==> src/rtl/oam_dma.sv <==
// oam_dma: sprite DMA engine behind CPU register $4014.
// A CPU write of page P to $4014 halts the CPU. The engine then copies bytes
// P00..P(BYTE_COUNT-1) into OAM through the $2004 data port of mem_decode.
// Each byte takes one READ cycle and one WRITE cycle. All READ cycles land on
// even bus parity. While idle, the CPU bus passes straight through.
module oam_dma #(
    parameter logic [15:0] DMA_REG_ADDR  = 16'h4014,
    parameter logic [15:0] OAM_DATA_ADDR = 16'h2004,
    parameter int          BYTE_COUNT    = 256
) (
    input  logic        clk,
    input  logic        rst,
    input  logic [15:0] cpu_addr_in,
    input  logic [7:0]  cpu_data_in,
    input  logic        cpu_write_en,
    input  logic        cpu_read_en,
    output logic [15:0] mem_addr_out,
    output logic [7:0]  mem_data_out,
    output logic        mem_write_en,
    output logic        mem_read_en,
    input  logic [7:0]  mem_data_in,
    output logic        cpu_halt,
    output logic        dma_busy,
    output logic        dma_done
);

    // BYTE_COUNT is a power of two no larger than 256, so the final index fits in 8 bits
    localparam logic [7:0] LAST_IDX = 8'(BYTE_COUNT - 1);

    typedef enum logic [2:0] {
        S_IDLE  = 3'd0,
        S_HALT  = 3'd1,
        S_ALIGN = 3'd2,
        S_READ  = 3'd3,
        S_WRITE = 3'd4
    } state_t;

    state_t      state;
    state_t      state_nxt;
    logic [7:0]  page;
    logic [7:0]  idx;
    logic        cyc_odd;
    logic        done_q;
    logic        trigger;
    logic        last_byte;

    // Only a CPU write to the DMA register starts a transfer. Reads do not.
    assign trigger   = cpu_write_en && (cpu_addr_in == DMA_REG_ADDR);
    assign last_byte = (idx == LAST_IDX);

    // State register
    always_ff @(posedge clk) begin
        if (rst) begin
            state <= S_IDLE;
        end else begin
            state <= state_nxt;
        end
    end

    // Page latch, byte index, free-running bus parity and completion flag
    always_ff @(posedge clk) begin
        if (rst) begin
            page    <= 8'h00;
            idx     <= 8'h00;
            cyc_odd <= 1'b0;
            done_q  <= 1'b0;
        end else begin
            cyc_odd <= ~cyc_odd;
            // The flag is set only by the last WRITE, so it is high for
            // exactly the first IDLE cycle after a completed transfer.
            done_q  <= (state == S_WRITE) && last_byte;
            if ((state == S_IDLE) && trigger) begin
                page <= cpu_data_in;
            end
            if (state == S_WRITE) begin
                idx <= last_byte ? 8'h00 : idx + 8'd1;
            end
        end
    end

    // Next-state logic. CPU inputs are ignored outside IDLE.
    always_comb begin
        state_nxt = state;
        case (state)
            S_IDLE: begin
                if (trigger) begin
                    state_nxt = S_HALT;
                end
            end
            // The dummy halt cycle takes the parity into account. If the
            // following cycle would be odd, one extra ALIGN cycle is inserted.
            S_HALT: begin
                state_nxt = cyc_odd ? S_READ : S_ALIGN;
            end
            S_ALIGN: begin
                state_nxt = S_READ;
            end
            S_READ: begin
                state_nxt = S_WRITE;
            end
            S_WRITE: begin
                state_nxt = last_byte ? S_IDLE : S_READ;
            end
            default: begin
                state_nxt = S_IDLE;
            end
        endcase
    end

    // Bus mux and status outputs. In IDLE the block is a transparent
    // pass-through, so the triggering write itself still reaches mem_decode.
    always_comb begin
        mem_addr_out = cpu_addr_in;
        mem_data_out = cpu_data_in;
        mem_write_en = cpu_write_en;
        mem_read_en  = cpu_read_en;
        cpu_halt     = 1'b0;
        dma_busy     = 1'b0;
        case (state)
            S_HALT, S_ALIGN: begin
                mem_addr_out = {page, idx};
                mem_data_out = 8'h00;
                mem_write_en = 1'b0;
                mem_read_en  = 1'b0;
                cpu_halt     = 1'b1;
                dma_busy     = 1'b1;
            end
            S_READ: begin
                // {page, idx} is exactly 16 bits, so page FF ends at FFFF and never carries
                mem_addr_out = {page, idx};
                mem_data_out = 8'h00;
                mem_write_en = 1'b0;
                mem_read_en  = 1'b1;
                cpu_halt     = 1'b1;
                dma_busy     = 1'b1;
            end
            S_WRITE: begin
                // mem_decode returns registered read data, so the byte from the READ cycle is valid now
                mem_addr_out = OAM_DATA_ADDR;
                mem_data_out = mem_data_in;
                mem_write_en = 1'b1;
                mem_read_en  = 1'b0;
                cpu_halt     = 1'b1;
                dma_busy     = 1'b1;
            end
            default: begin
            end
        endcase
        // No bus strobes may leave the block while reset is held
        if (rst) begin
            mem_write_en = 1'b0;
            mem_read_en  = 1'b0;
        end
    end

    assign dma_done = done_q;

endmodule

==> config.mk <==
export PLATFORM = sky130hd
export DESIGN_NAME = oam_dma
export DESIGN_NICKNAME = d
export VERILOG_FILES = /design/src/rtl/oam_dma.sv
export SDC_FILE = /design/constraint.sdc
export NUM_CORES = 1
export LEC_CHECK = 0
export ABC_CLOCK_PERIOD_IN_PS = 2200
export BUFFER_PORTS_ARGS = -buffer_cell sky130_fd_sc_hd__buf_2
export CAP_MARGIN = 0
export CORE_MARGIN = 3
export CORE_UTILIZATION = 48
export DETAILED_ROUTE_END_ITERATION = 7
export GPL_ROUTABILITY_DRIVEN = 0
export PLACE_DENSITY = 0.79
export SYNTH_ARGS = -nofsm -noshare
export SYNTH_HDL_FRONTEND = slang
export SYNTH_SLANG_ARGS = --single-unit
==> constraint.sdc <==
create_clock -name clk -period 2.2 [get_ports clk]
set_input_delay 0.11 -clock clk [delete_from_list [all_inputs] [get_ports clk]]
set_output_delay 0.11 -clock clk [all_outputs]
set_load 0.005 [all_outputs]
## After elaboration in Yosys (flattened, before gate mapping)

Index checks and enable logic that the tools add are counted.

| operators by class | value |
|---|---|
| mux-type cells | 12 |
| add/sub/neg operators | 1 |
| reductions and logical operators | 7 |
| bitwise gates (word level) | 1 |
| equal/unequal tests | 7 |

Operators by type and width:

| kind | count |
|---|---|
| $pmux 16 s2 | 1 |
| $eq 16x15->1 const B | 1 |
| $pmux 8 s2 | 1 |
| $pmux 3 s5 | 1 |
| $add 8x1->8 const B | 1 |
| $eq 8x8->1 const B | 1 |
| $mux 8 | 1 |
| $eq 3x2->1 const B | 2 |
| $reduce_or 3->1 | 2 |
| $mux 1 | 4 |
| $pmux 1 s2 | 2 |
| $reduce_or 4->1 | 1 |
| $eq 3x1->1 const B | 1 |
| $eq 3x3->1 const B | 1 |
| $logic_and 1x1->1 | 3 |
| $logic_not 3->1 | 1 |
| $mux 3 | 1 |
| $mux 2 | 1 |
| $ne 2x2->1 const B | 1 |
| $not 1->1 | 1 |

| word-level totals | value |
|---|---|
| bits in registers | 21 |
| bits of input ports | 36 |
| output and inout bits | 29 |
| logic and storage cells | 33 |

## Logic depth before layout (Yosys ltp)

| logic depth | value |
|---|---|
| depth in word-level cells | 4 |
| depth in mapped cells | 6 |
| gate-level depth less buffers | 5 |

## Worst setup path before layout

Ideal clock, no wire load.

| timing | value |
|---|---|
| path type | flip-flop to flip-flop |
| start | register state[2] |
| end | register idx[6] |
| buffers on the path | 2 |
| path slack | 0.504 ns |
| data arrival time | 1.569 ns |
| library setup time | 0.128 ns |
| stages on the path, launching flop included | 7 |
| required time | 2.072 ns |
| clock period less this slack | 1.696 ns |
| cells stage by stage | dfxtp_1 buf_4 or3b_1 clkbuf_2 or4_4 xor2_1 nor2_1 |

| between the ends | value |
|---|---|
| word-level cells in the longest chain between the ends | 1 |

RTL lines:

| item | line | source |
|---|---|---|
| start, declared | 38 | `state_t state;` |
| start signal, assigned | 56 | `state <= state_nxt;` |
| $eq 3x3->1 | 75 | `if (state == S_WRITE) begin` |
| end signal, assigned | 76 | `idx <= last_byte ? 8'h00 : idx + 8'd1;` |
| end, declared | 41 | `logic [7:0] idx;` |

No other way between the ends.
A chain may end at the register's enable or synchronous reset.

## Final worst setup path

| timing | value |
|---|---|
| start | register state[0] |
| end | output port mem_data_out[4] |

| between the ends | value |
|---|---|
| word-level cells in the longest chain between the ends | 3 |
| elaborated cells on any way between the ends | 6 |
| those cells by class | 4 x eq/ne; 1 x mux; 1 x reduce/logical |

RTL lines:

| item | line | source |
|---|---|---|
| $eq 3x2->1 or $eq 3x1->1 (tied branches) | 119 | `case (state)` |
| $reduce_or 3->1 (no line) | -- |  |
| $pmux 8 s2 (*) | 119 |  |
| end, declared | 18 | `output logic [7:0] mem_data_out,` |

Every way passes the cells marked *; elsewhere a longest branch is shown, timed or not.

==> impl_metrics.ini <==
[die]
ios = 65
start_util_pct = 52.7
die_w_um = 62.4
die-area_um2 = 3900
rows = 19
core_area_um2 = 2900
die_height_um = 62.4

[logic_synthesis]
synth-seq-area-share_pct = 27.5
synth_flop_cell = dfxtp_1
async_flop_share_pct = 0
synth_nets = 245
synth_edf_count = 0
synth_xor_area_share_pct = 4.01
synth_compound_area_share_pct = 19.7
synth_seq_cells = 21
ys.warnings.count = 0
synth-simple-area-share_pct = 25.9
synth_top_family_by_area = simple AND/OR/NAND/NOR gates
synthMuxAreaShare_pct = 16.3
netlist_area_um2 = 1530
synthCells = 208
synthAdderAreaFrac_pct = 0.819
postSynthAreaPerCell_um2 = 7.34
synth_cell_type_count = 37

[detailed_routing]
dr.pass1.iters = 4
routed-via-count = 1716
wl_mm = 3.93
drcViolationCount = 0
vias_per_cell = 5.63
wl_per_cell_um = 12.9
drt_iter0_drc = 98
ant_nets = 0

[sta]
fin_worst_skew_ns = 0.00982
finalMaxSlewViolations = 0
period_share_pct = 86.7
setup_viol = 0
period_needed_ns = 1.91
worstMarginPinSlew_ns = 0.517
finalHoldViolCount = 0
rsz0062_at_grt = false
tns_ns = 0
slew_headroom_pct = 65.0
max_freq_mhz = 524

[power_and_ir_drop]
leakage_nw = 0.858
totalPowerFinal_uw = 689
powerDensity_nw_per_um2 = 364
peakVddDrop_v = 0.000233

[clock_network]
cts_sinks = 21
clkTransAtPathRegs_ns = 0.12
root_buffer = clkbuf_4
cts_resized = 0
htreeDepth = 1
cts_tree = built
cts_made_buffers = 3
clkLatencyLatePin_ns = 0.31
cts_buffer_depth = 2
cts_hold_buf = 0
post_cts_buffers = 0

[setup_path]
crit_chain = nor2_4, buf_4, mux2_2, nand2_1, o21ai_0, buf_2
arrival_ns = 1.80
critPathKind = register to primary output
crit_path_max_fanout = 26
start_kind = register
worstRegToRegCells = 4
cp_data_required_time_ns = 2.09
max_stage_delay_ns = 0.39
cp.depth = 6
cp_slowest_cell = dfxtp_1
crit_family = buffers and inverters
path_buf_inv = 2
worst_setup_path_end_kind = primary output

[global_route]
grt_remaining_overflow = 0
gr-max-usage-layer = met2
grt_first_pass_wirelength_mm = 6.47
antenna_found_initial = 0
grt_max_degree = 27
grt_usage_pct = 19.7
grtUsageMet1_pct = 26.8
grt_pass1_vias = 1435
grt_use_met3_pct = 5.22
met2_usage_pct = 29.8

[place]
dpl.hpwl_mm = 2.97
placedCellCount = 301
port_buffers = 64

[layout]
finalNetCount = 301
drive_gt1_share_pct = 30.8
final-seq-area_um2 = 420
instances_no_fill = 305
diodes = 0
fillers = 295
area_growth_syn_to_layout_pct = 23.8
multi_input_area_um2 = 1030

[hold_path]
hp-class = input port to register
hold-path-cell-count = 3

[job]
drv_cap = 0

[run_status]
outcome = finished, final reports clean
where the power goes:
part           leakage (nW)  switching (mW)  internal [mW]
registers             0.169        0.000793          0.381
clock network        0.0150           0.119         0.0708
logic                 0.674          0.0556         0.0614
synth_stat cells, types with 2 or more instances:
master | n | share of area (%)
nand4_1 | 12 | 4.9
nor2_1 | 19 | 4.7
mux2_2 | 7 | 5.2
xor2_1 | 4 | 2.3
nand2_1 | 35 | 8.6
o22ai_1 | 14 | 5.7
a211oi_1 | 4 | 2.0
a21oi_1 | 13 | 4.3
inv_1 | 2 | 0.49
buf_2 | 3 | 0.98
buf_1 | 3 | 0.74
o21ai_0 | 16 | 5.2
xnor2_1 | 3 | 1.7
dfxtp_1 | 21 | 28
mux2i_1 | 17 | 11
nor2b_1 | 4 | 1.6
buf_4 | 2 | 0.98
clkbuf_1 | 9 | 2.2
nor3_1 | 2 | 0.66
tightest hold or removal path: stages:
cell	delay, ns
buf_2	0.11
nand4_1	0.06
a21oi_1	0.06
state kept, by name, indices dropped and copies added (netlist names):
register / count
dma_done: 1
page: 8
cyc_odd: 1
idx: 8
state: 3
final timing paths:
path	from	end	slack, ns
max	state[0]$_SDFFE_PP0P_	mem_data_out[4]	0.29
min	cpu_data_in[5]	page[5]$_SDFFE_PP0P_	0.06
max reg2reg	state[2]$_SDFFE_PP0P_	idx[6]$_SDFFE_PP0N_	0.43
min reg2reg	cyc_odd$_SDFF_PP0_	cyc_odd$_SDFF_PP0_	0.44
per-stage QoR:
stage	setup slack, ns	hold slack [ns]	cell area (um2)	utilization, %
after floorplan	0.504	0.183	1530	-
after global placement	0.497	0.395	1870	64.3
after detailed placement	0.461	0.397	1870	64.3
after CTS	0.298	0.0607	1890	65.2
after global routing	0.185	0.0571	1890	65.2
final	0.293	0.0574	1890	65.2
cell type report:
class / instances / area share, %
clock buffers: 4 / 1.39
inverters: 2 / 0.397
multi-input cells: 167 / 54.3
flip-flops and latches: 21 / 22.2
well taps: 42 / 2.78
repair buffers: 69 / 18.9
layer usage:
metal,vias to the layer above,part of all wire [%]
met3,5,7.0
met1,780,47
met2,68,45
li1,863,-
met5,-,0
met4,0,1.1
kinds of logic after synthesis:
logic type / after synthesis
AO/OA/AOI/OAI: 52
XOR/XNOR: 7
adder cells (fa/ha/maj): 1
buffers and inverters: 20
flip-flops: 21
multiplexers: 24
AND/OR/NAND/NOR: 83
cells in the final DEF, fill, tap and decap left out, types with 2 or more instances in the layout:
master and n:
buf_4 5, o22ai_1 14, xor2_1 4, o21ai_0 16, a21oi_1 13, a211oi_1 4, nor3_1 2, dfxtp_1 21
nor2b_1 4, mux2i_1 17, nand4_1 12, nor2_1 18, nand2_1 35, mux2_2 7, xnor2_1 3, clkbuf_4 3
buf_2 64, inv_1 2
(Power assumes the default switching activity.)
